$ cat src/rtl/uart_tx_byte.sv
// -----------------------------------------------------------------------------
// uart_tx_byte
//
// Purpose:
//   Serialises one byte at a time onto an asynchronous serial line as
//   start bit (0), eight data bits LSB first, optional even-parity bit and
//   stop bit (1). Each bit is held for CLKS_PER_BIT clock cycles. Bytes are
//   taken from the read side of an upstream FIFO with a valid/enable
//   handshake. After every frame at least one IDLE cycle is spent, which is
//   the cycle that carries the tx_done pulse.
//
// Configuration:
//   UART_TX_PARITY_EN - when defined, a PARITY state follows DATA and sends
//                       the XOR of the eight data bits (even parity). When
//                       undefined, DATA goes straight to STOP.
//
// Parameters:
//   CLKS_PER_BIT  clock cycles per serial bit, 2..65535
//
// Ports:
//   clk           clock, all logic on the rising edge
//   rst           synchronous active-high reset; aborts any frame in flight
//   data_in       byte offered by the FIFO
//   input_valid   data_in holds a valid byte (FIFO output_valid)
//   input_enable  ready to accept a byte (FIFO output_enable); high only in
//                 IDLE while rst is low
//   tx            serial output, idle high
//   busy          high while a frame is in progress
//   tx_done       one-cycle pulse in the first IDLE cycle after STOP
// -----------------------------------------------------------------------------
module uart_tx_byte #(
    parameter int unsigned CLKS_PER_BIT = 4
) (
    input  logic       clk,
    input  logic       rst,
    input  logic [7:0] data_in,
    input  logic       input_valid,
    output logic       input_enable,
    output logic       tx,
    output logic       busy,
    output logic       tx_done
);

    // Explicit encodings keep the remaining states stable whether or not
    // the parity state is compiled in.
    typedef enum logic [2:0] {
        IDLE   = 3'd0,
        START  = 3'd1,
        DATA   = 3'd2,
`ifdef UART_TX_PARITY_EN
        PARITY = 3'd3,
`endif
        STOP   = 3'd4
    } state_t;

    localparam logic [15:0] LAST_TICK = 16'(CLKS_PER_BIT - 1);

    state_t      state_q, state_d;
    logic [15:0] timer_q, timer_d;
    logic [2:0]  bit_idx_q, bit_idx_d;
    logic [7:0]  shift_q, shift_d;
    logic        tx_q, tx_d;
    logic        tx_done_q, tx_done_d;
`ifdef UART_TX_PARITY_EN
    logic        parity_q, parity_d;
`endif

    logic accept;
    logic bit_end;

    // Ready depends only on the registered state and reset, never on
    // input_valid, so the FIFO sees no combinational loop through us.
    assign input_enable = (state_q == IDLE) && !rst;
    assign accept       = input_valid && input_enable;
    assign bit_end      = (timer_q == LAST_TICK);

    assign tx      = tx_q;
    assign busy    = (state_q != IDLE);
    assign tx_done = tx_done_q;

    // tx is registered: tx_d is computed for the state being entered so the
    // line changes exactly on the edge where the state changes.
    always_comb begin
        state_d   = state_q;
        timer_d   = timer_q;
        bit_idx_d = bit_idx_q;
        shift_d   = shift_q;
        tx_d      = tx_q;
        tx_done_d = 1'b0;
`ifdef UART_TX_PARITY_EN
        parity_d  = parity_q;
`endif

        unique case (state_q)
            IDLE: begin
                timer_d   = '0;
                bit_idx_d = '0;
                tx_d      = 1'b1;
                if (accept) begin
                    state_d = START;
                    shift_d = data_in;
                    tx_d    = 1'b0;
`ifdef UART_TX_PARITY_EN
                    // Captured on accept because the shift register is
                    // consumed while the data bits go out.
                    parity_d = ^data_in;
`endif
                end
            end

            START: begin
                if (bit_end) begin
                    timer_d = '0;
                    state_d = DATA;
                    tx_d    = shift_q[0];
                end else begin
                    timer_d = timer_q + 16'd1;
                end
            end

            DATA: begin
                if (bit_end) begin
                    timer_d = '0;
                    if (bit_idx_q == 3'd7) begin
`ifdef UART_TX_PARITY_EN
                        state_d = PARITY;
                        tx_d    = parity_q;
`else
                        state_d = STOP;
                        tx_d    = 1'b1;
`endif
                    end else begin
                        bit_idx_d = bit_idx_q + 3'd1;
                        shift_d   = {1'b0, shift_q[7:1]};
                        tx_d      = shift_q[1];
                    end
                end else begin
                    timer_d = timer_q + 16'd1;
                end
            end

`ifdef UART_TX_PARITY_EN
            PARITY: begin
                if (bit_end) begin
                    timer_d = '0;
                    state_d = STOP;
                    tx_d    = 1'b1;
                end else begin
                    timer_d = timer_q + 16'd1;
                end
            end
`endif

            STOP: begin
                if (bit_end) begin
                    timer_d   = '0;
                    state_d   = IDLE;
                    tx_d      = 1'b1;
                    tx_done_d = 1'b1;
                end else begin
                    timer_d = timer_q + 16'd1;
                end
            end

            default: begin
                state_d = IDLE;
                timer_d = '0;
                tx_d    = 1'b1;
            end
        endcase
    end

    always_ff @(posedge clk) begin
        if (rst) begin
            state_q   <= IDLE;
            timer_q   <= '0;
            bit_idx_q <= '0;
            shift_q   <= '0;
            tx_q      <= 1'b1;
            tx_done_q <= 1'b0;
`ifdef UART_TX_PARITY_EN
            parity_q  <= 1'b0;
`endif
        end else begin
            state_q   <= state_d;
            timer_q   <= timer_d;
            bit_idx_q <= bit_idx_d;
            shift_q   <= shift_d;
            tx_q      <= tx_d;
            tx_done_q <= tx_done_d;
`ifdef UART_TX_PARITY_EN
            parity_q  <= parity_d;
`endif
        end
    end

endmodule

$ cat config.mk
export PLATFORM = sky130hd
export DESIGN_NAME = uart_tx_byte
export DESIGN_NICKNAME = d
export VERILOG_FILES = /design/src/rtl/uart_tx_byte.sv
export SDC_FILE = /design/constraint.sdc
export NUM_CORES = 1
export LEC_CHECK = 0
export BUFFER_PORTS_ARGS = -buffer_cell sky130_fd_sc_hd__buf_2
export CAP_MARGIN = 10
export CORE_UTILIZATION = 35
export DETAILED_ROUTE_END_ITERATION = 8
export HOLD_SLACK_MARGIN = 0.06
export PLACE_DENSITY = 0.52
export SLEW_MARGIN = 30
export SYNTH_ARGS = -nofsm -noshare
export SYNTH_HDL_FRONTEND = slang
export SYNTH_SLANG_ARGS = --single-unit
$ cat constraint.sdc
create_clock -name clk -period 4.14 [get_ports clk]
set_clock_uncertainty 0.15 [all_clocks]
set_input_delay 0.414 -clock clk [delete_from_list [all_inputs] [get_ports clk]]
set_output_delay 0.414 -clock clk [all_outputs]
set_load 0.02 [all_outputs]
==> results.toml, run 1 <==
[min_path]
whs_path_depth = 3
hp-class = "input port to register"
min_from = "data_in[7]"
hold_end = "shift_q[7]"

[sta]
max_freq_mhz = 392
relSlewSlack = 0.487
hold_viol = 0
holdWs_ns = 0.241
tns_ns = 0
setup_violations = 0
slew_violations = 0
fin_crit_sh = 0.616
worst_pin_slew_ns = 0.769
grt_setup_unrepaired = "false"
finalCriticalPeriod_ns = 2.55

[grt]
grt_start_max_net_pins = 22
use_met2 = 0.238
grt-ovfl-total = 0
grt_use_met3 = 0.0356
grt_pass1_wl_um = 5780
grt_pass1_vias = 1330
grt-busiest-layer = "met2"
met1_usage = 0.180
track_usage = 0.144
antenna_found_initial = 0

[run_status]
status = "complete, but fails checks"
failed_checks = "DRC"

[clocking]
clockBufferDepth = 2
clkTransAtPathRegs_ns = 0.06
post_cts_buffers = 0
h-tree-depth = 2
ctsHoldBuffers = 0
cts_resized = 0
cts_buffers = 5
cts_tree = "built"
cts.sinks = 32
cts_root_buf = "clkbuf_8"
clk_latency_ns = 0.28

[critical_path]
crit_path_top_delay_cell = "nand3b_1"
worst-path-max-fanout = 16
rrSetupSlack_ns = 1.59
r2r_end = "timer_q[3]"
critPathKind = "register to register"
critPathArrivalTime_ns = 2.54
reg2reg_from = "timer_q[0]"
crit_required_ns = 4.13
endpoint_kind = "register"
reg2reg_depth = 5
startpoint_type = "register"
cp_cell_sequence = "ha_1 -> nor4b_2 -> nand4_1 -> nand3b_1 -> nor2_1"
max_stage_delay_ns = 0.74

[cells_and_area]
mostFrequentLayoutCell = "dfxtp_1"
fill_cells = 464
drive_gt1_frac = 0.166
final_nets = 212
area_growth_syn_to_layout_pct = 11.2
design_area_sq_um = 1840
final_cell_mix = "dfxtp_1 (32), nor2_1 (17), a211oi_1 (15), buf_2 (14), inv_1 (13)"
num_antenna_cells = 0

[pwr]
pwr-share-comb = 0.069
ir_drop_mv = 0.155
p_leak_nw = 0.618
intPower_uw = 469
switching_share = 0.227
total_power_uw = 607
p_per_area_nw_per_um2 = 330
power_frac_clock = 0.401
p_seq_frac = 0.530
power_switching_uw = 138

[route]
drc_errors = 4
dr.pass1.iters = 6
wl_per_cell_um = 13.0
drtIter0Drc = 75
routed_wl_um = 3270
viasPerCell = 5.37
ant_nets = 0
num_vias = 1348

[logic_synthesis]
synth_top_family_by_area = "simple AND/OR/NAND/NOR gates"
synthArstFlopShare = 0
synth_compound_area_frac = 0.162
synth_area_per_cell_sq_um = 8.79
yosys_register_bits = 32
yosysUniqueCellTypes = 42
yosys_warnings = 0
synth_nets = 202
ys.flop_type = "dfxtp_1"
synthMuxAreaShare = 0.0538
yosys.area_share.adder = 0.0227
synth-edff-count = 0
synthCells = 188
synth_xor_area_frac = 0.0583
synth_area_sq_um = 1650
yosysSeqAreaShare = 0.388
yosys.area_share.simple = 0.255

[die]
die_h_um = 70.7
die-area_sq_um = 5000
ios = 15
num_rows = 24
coreArea_sq_um = 4440
die_x_um = 70.7
initial_core_util = 0.372

[placement]
io_buffers = 14
gp_congestion = 0.725
dpl_cell_area_sq_um = 1750
dp_hpwl_um = 2320

[run]
drv_cap = 0
state kept, by name, summed over array words and instances (netlist names):
signal and flops:
timer_q 16, tx 1, tx_done 1, state_q 3, bit_idx_q 3, shift_q 8
power groups by stage:
stage / combinational, mW / sequential (mW) / clock (mW)
floorplan: 0.0301 / 0.327 / 0
global placement: 0.0408 / 0.328 / 0
finish: 0.0421 / 0.322 / 0.243
detailed placement: 0.0419 / 0.329 / 0
global route: 0.0469 / 0.323 / 0.264
CTS: 0.0421 / 0.322 / 0.255
kinds of logic after synthesis:
kind of cell	Yosys count
AOI/OAI and AO/OA	37
xor gates and xnor gates	11
adders and majority gates	3
buffers and inverters	24
DFF	32
muxes	8
and+or+nand+nor	73
final cells by class:
| cell class | count | area, sq um | area share |
|---|---|---|---|
| Clock buffer | 8 | 90.1 | 0.0490 |
| Inverter | 13 | 48.8 | 0.0266 |
| Multi-Input combinational cell | 132 | 922 | 0.502 |
| Sequential cell | 32 | 641 | 0.349 |
| Tap cell | 52 | 65.1 | 0.0354 |
| Timing Repair Buffer | 14 | 70.1 | 0.0381 |
cells in the mapped netlist, types with 2 or more instances:
cell       n  area share
or4_1      3       0.014
nand4_1    7       0.027
nor2b_1    4       0.015
nor3_1     6       0.018
a21oi_1    4       0.012
a31oi_1    3       0.011
nor4_2     2       0.015
ha_1       3       0.023
inv_1     13       0.030
a211oi_1  15       0.068
nand3_1    5       0.015
nor2_1    17       0.039
o21ai_0    3      0.0091
buf_2      8       0.024
dfxtp_1   32        0.39
clkbuf_1   3      0.0068
nor3b_1    3       0.014
mux2_2     6       0.041
nand2_1   11       0.025
nand3b_1   3       0.014
o31ai_1    3       0.014
xor2_1     7       0.037
xnor2_1    4       0.021
and4_1     3       0.016
nand2b_1   3       0.011
worst max-delay path, delay by kind of cell, from the launching register on:
kind          cells  cell delay (ns)
flops             1             0.37
fa+ha+maj         1             0.23
simple gates      4             1.65
layer usage:
metal / vias up / wire length [um] / part of all wire
met1: 623 / 1530 / 0.47
met2: 22 / 1560 / 0.48
met5: - / 0 / 0
li1: 696 / - / -
met4: 0 / 53 / 0.016
met3: 7 / 121 / 0.037
how the worst max path moves through the flow:
| stage | startpoint | endpoint | slack [ns] | depth (start not counted) |
|---|---|---|---|---|
| global placement | state_q[1] | shift_q[2] | 1.65 | 4 |
| detailed placement | timer_q[0] | timer_q[14] | 1.63 | 5 |
| floorplan | timer_q[0] | state_q[2] | 2.34 | 5 |
| finish | timer_q[0] | timer_q[3] | 1.59 | 5 |
| CTS | timer_q[0] | timer_q[3] | 1.60 | 5 |
| global route | timer_q[0] | timer_q[3] | 1.33 | 5 |
metrics by stage:
step	std cells	worst slack [ns]	utilization
after global routing	251	1.33	0.413
after detailed placement	243	1.63	0.393
final	251	1.59	0.413
after CTS	251	1.60	0.413
after global placement	243	1.65	0.392
after floorplan	188	2.34	-
Power figures use the tool's default switching activity.
==> run 2, diff against run 1 <==
Settings changed: PLACE_DENSITY 0.52 to 0.54.
Clock period 4.14 ns to 2.25 ns, I/O delays scaled along.
==> results.toml, run 2 (same netlist as run 1, synthesis figures left out) <==
[cells_and_area]
mostFrequentLayoutCell = "dfxtp_1"
regArea_sq_um = 641
final_cell_mix = "dfxtp_1 (32), nor2_1 (17), a211oi_1 (15), buf_2 (14), inv_1 (13)"
multi_input_area_sq_um = 916
design_area_sq_um = 1880
fill_cells = 463
area_growth_syn_to_layout_pct = 13.9
largest_registers = "timer_q x16, shift_q x8"
regMostFlops = "timer_q"
num_antenna_cells = 0
largest_reg_flops = 16
drive_gt1_frac = 0.195
final_nets = 218

[placement]
gp_congestion = 0.730
dp_hpwl_um = 2310
dpl_cell_area_sq_um = 1780
io_buffers = 14

[pwr]
p_seq_frac = 0.524
pwr-share-comb = 0.072
switching_share = 0.237
power_switching_uw = 267
p_leak_nw = 0.654
power_frac_clock = 0.404
ir_drop_mv = 0.226
intPower_uw = 861
p_per_area_nw_per_um2 = 600

[critical_path]
critPathArrivalTime_ns = 2.14
worst-path-max-fanout = 9
cp_cell_sequence = "ha_1 -> ha_1 -> nor2b_1 -> o21ai_1 -> a21o_1 -> a211oi_1"
reg2reg_from = "bit_idx_q[0]"
endpoint_kind = "register"
startpoint_type = "register"
crit_buf_inv = 0
crit_required_ns = 2.26
reg2reg_depth = 6
rrSetupSlack_ns = 0.12
max_stage_delay_ns = 0.57
path_delay_family = "compound AO/OA/AOI/OAI gates"
crit_path_top_delay_cell = "o21ai_1"
cp_common_cell = "ha_1"
critPathKind = "register to register"
r2r_end = "shift_q[2]"

[grt]
antenna_found_initial = 0
grt-ovfl-total = 0
track_usage = 0.143
grt_pass1_wl_um = 5630
grt_pass1_vias = 1292
grt_start_max_net_pins = 21

[sta]
finalCriticalPeriod_ns = 2.13
hold_viol = 0
worst_pin_slew_ns = 0.704
slew_violations = 0
grt_setup_unrepaired = "false"
tns_ns = 0
relSlewSlack = 0.527
setup_violations = 0
max_freq_mhz = 469
fin_crit_sh = 0.947

[run_status]
status = "complete, but fails checks"
failed_checks = "DRC"

[die]
die-area_sq_um = 5000
initial_core_util = 0.372
die_x_um = 70.7
coreArea_sq_um = 4440
num_rows = 24
die_h_um = 70.7
ios = 15

[clocking]
cts_resized = 0
clk_latency_ns = 0.28
h-tree-depth = 2
ctsHoldBuffers = 1
cts.sinks = 32
clockBufferDepth = 2
post_cts_buffers = 0
cts_tree = "built"
cts_buffers = 5
cts_root_buf = "clkbuf_8"
clkTransAtPathRegs_ns = 0.07

[route]
drc_errors = 2
routed_wl_um = 3290
wl_per_cell_um = 12.8
m1WireLength_um = 1550
dr_wl_met3_um = 144
dr.pass1.iters = 8
num_vias = 1404
ant_nets = 0
top_layer_used = "met4"
wl_met2_um = 1540
viasPerCell = 5.46
drtIter0Drc = 68

[min_path]
hp-class = "input port to register"
min_from = "input_valid"
whs_path_depth = 3
hold_end = "state_q[0]"

[run]
drv_cap = 0
-- run 2: cell types whose count changed in the layout (fill, tap and decap cells not counted) --
cell           change
buf_4              +5
nor3b_4            -1
dlygate4sd3_1      +1
nor3b_2            +1
clkinv_2           +2
clkbuf_1           -2
-- run 2: final cells by class --
class                           count  area share
Tap cell                           52      0.0346
Inverter                           13      0.0259
Sequential cell                    32       0.341
Clock buffer                        6      0.0439
Multi-Input combinational cell    132       0.487
Timing Repair Buffer               20      0.0625
Clock inverter                      2     0.00532
-- run 2: worst register-to-register path: stages, from the launching register on --
cell and delay (ns):
dfxtp_1 0.39, ha_1 0.17, ha_1 0.21, nor2b_1 0.07, o21ai_1 0.57, a21o_1 0.33
a211oi_1 0.12
-- run 2: through the flow --
stage | hold slack [ns] | power [mW] | std cells | util | worst slack, ns
2_1_floorplan | 0.208 | 0.657 | 188 | - | 0.453
3_3_place_gp | 0.292 | 0.682 | 248 | 0.400 | 0.185
3_5_place_dp | 0.296 | 0.684 | 248 | 0.400 | 0.129
4_1_cts | 0.105 | 1.15 | 257 | 0.423 | 0.124
5_1_grt | 0.145 | 1.18 | 257 | 0.423 | 0.00342
6_report | 0.112 | 1.13 | 257 | 0.423 | 0.120
-- run 2: how the worst max path moves through the flow --
| stage | startpoint | to | slack, ns | cells past startpoint |
|---|---|---|---|---|
| finish | bit_idx_q[0] | shift_q[2] | 0.12 | 6 |
| global route | bit_idx_q[0] | shift_q[1] | 0.003 | 6 |
| CTS | bit_idx_q[0] | shift_q[4] | 0.12 | 6 |
| detailed placement | bit_idx_q[0] | shift_q[4] | 0.13 | 6 |
| global placement | bit_idx_q[0] | shift_q[6] | 0.19 | 6 |
| floorplan | timer_q[0] | state_q[2] | 0.45 | 5 |
-- run 2: power by group through the flow --
stage | sequential, mW | clock, mW | combinational, mW
floorplan | 0.601 | 0 | 0.0554
global placement | 0.603 | 0 | 0.0781
detailed placement | 0.604 | 0 | 0.0801
CTS | 0.591 | 0.473 | 0.0819
global route | 0.594 | 0.494 | 0.0894
finish | 0.592 | 0.455 | 0.0812
-- run 2: metal layers --
metal	vias to the layer above	global-route usage
met3	7	0.0442
met2	22	0.235
met5	-	0
li1	715	-
met4	0	0.0689
met1	660	0.170
==> run 3, diff against run 2 <==
Settings changed: SKIP_LAST_GASP set to 1.
Clock period 2.25 ns to 1.8 ns, I/O delays scaled along.
==> results.toml, run 3 (same netlist as run 1, synthesis figures left out) <==
[placement]
gp_congestion = 0.789
dp_cells = 266
pre_cts_ws_ns = -0.0374
dp_hpwl_um = 2670
dpl_cell_area_sq_um = 1930
io_buffers = 14

[die]
coreArea_sq_um = 4440
die_h_um = 70.7
num_rows = 24
ios = 15
die_x_um = 70.7
initial_core_util = 0.372
die-area_sq_um = 5000

[critical_path]
worst-path-max-fanout = 7
crit_path_top_delay_cell = "dfxtp_2"
startpoint_type = "register"
path_delay_family = "compound AO/OA/AOI/OAI gates"
endpoint_kind = "register"
critPathKind = "register to register"
max_stage_delay_ns = 0.36
critPathArrivalTime_ns = 1.83
cp_cell_sequence = "ha_4 -> nor4b_4 -> nand4_1 -> buf_6 -> a221o_1 -> a221oi_2"
crit_required_ns = 1.84
crit_buf_inv = 1

[cells_and_area]
area_growth_syn_to_layout_pct = 30.4
final_cell_mix = "dfxtp_1 (29), buf_4 (24), nor2_1 (17), buf_2 (14), inv_1 (13)"
fill_cells = 437
design_area_sq_um = 2150
mostFrequentLayoutCell = "dfxtp_1"
fin_util = 0.485
stdcell_count = 279
largest_reg_flops = 16
largest_registers = "timer_q x16, shift_q x8"
final_nets = 240
drive_gt1_frac = 0.339
num_antenna_cells = 0
regMostFlops = "timer_q"

[pwr]
ir_drop_mv = 0.371
total_power_mw = 1.44
p_leak_nw = 0.785
p_per_area_nw_per_um2 = 667

[sta]
worst_pin_slew_ns = 0.360
tns_ns = 0
finalCriticalPeriod_ns = 1.79
slew_violations = 0
relSlewSlack = 0.760
hold_viol = 0
grt_setup_unrepaired = "true"
holdWs_ns = 0.0879
setup_violations = 0
fin_ws_ns = 0.0131
max_freq_mhz = 560
fin_crit_sh = 0.993

[run]
drv_cap = 0

[grt]
antenna_found_initial = 0
track_usage = 0.154
grt_start_max_net_pins = 17
grt_pass1_vias = 1474
grt_pass1_wl_um = 6310
grt-ovfl-total = 0

[route]
dr.pass1.iters = 6
ant_nets = 0
wl_per_cell_um = 13.6
routed_wl_um = 3800
viasPerCell = 5.41
drtIter0Drc = 85
drc_errors = 2
num_vias = 1509

[clocking]
cts_root_buf = "clkbuf_8"
clk_latency_ns = 0.27
cts_tree = "built"
h-tree-depth = 2
cts_buffers = 5
clkTransAtPathRegs_ns = 0.07
clockBufferDepth = 2
cts.sinks = 32

[run_status]
failed_checks = "DRC"
status = "complete, but fails checks"

[min_path]
hp-class = "input port to register"
run 3: cell types whose count changed in the layout (fill, tap and decap cells not counted), moves of 2 or more:
cell	delta
a211oi_1	-11
a211oi_2	+11
buf_4	+19
clkbuf_1	+2
clkinv_2	-2
dfxtp_1	-3
dfxtp_2	+3
run 3: repair_timing:
item / CTS / global route
gates resized for setup: 3 / 19
hold buffers: 2 / 0
pin swaps: 0 / 3
endpoints found under the setup margin: 8 / 28
setup buffers: 0 / 3
hold endpoints to repair: 5 / 0
run 3: path summary, 6_finish.rpt:
| kind | start | endpoint | slack [ns] | cells past startpoint |
|---|---|---|---|---|
| max | timer_q[1] | state_q[2] | 0.01 | 6 |
| min | input_valid | state_q[0] | 0.09 | 3 |
| max reg2reg | timer_q[1] | state_q[2] | 0.01 | 6 |
| min reg2reg | shift_q[2] | shift_q[2] | 0.31 | 2 |
run 3: worst register-to-register path: stages, from the launching register on:
cell and delay, ns:
dfxtp_2 0.36, ha_4 0.14, nor4b_4 0.19, nand4_1 0.15, buf_6 0.17, a221o_1 0.32
a221oi_2 0.22
run 3: final cells by class:
cell class	instances	area, sq um	share of cell area
Tap cell	52	65.1	0.0302
Clock buffer	8	90.1	0.0418
Multi-Input combinational cell	132	1000	0.466
Inverter	13	48.8	0.0227
Timing Repair Buffer	42	302	0.140
Sequential cell	32	644	0.299
run 3: layer usage:
metal,global-route usage,share of wire
met1,0.184,0.45
met2,0.268,0.51
met5,0,0
met4,0.0533,0.0045
met3,0.0413,0.031
run 3: where the power goes:
part           internal [mW]  switching, mW  leakage, nW
Clock                  0.312          0.253       0.0455
Sequential             0.726         0.0120        0.261
Combinational         0.0629         0.0697        0.478
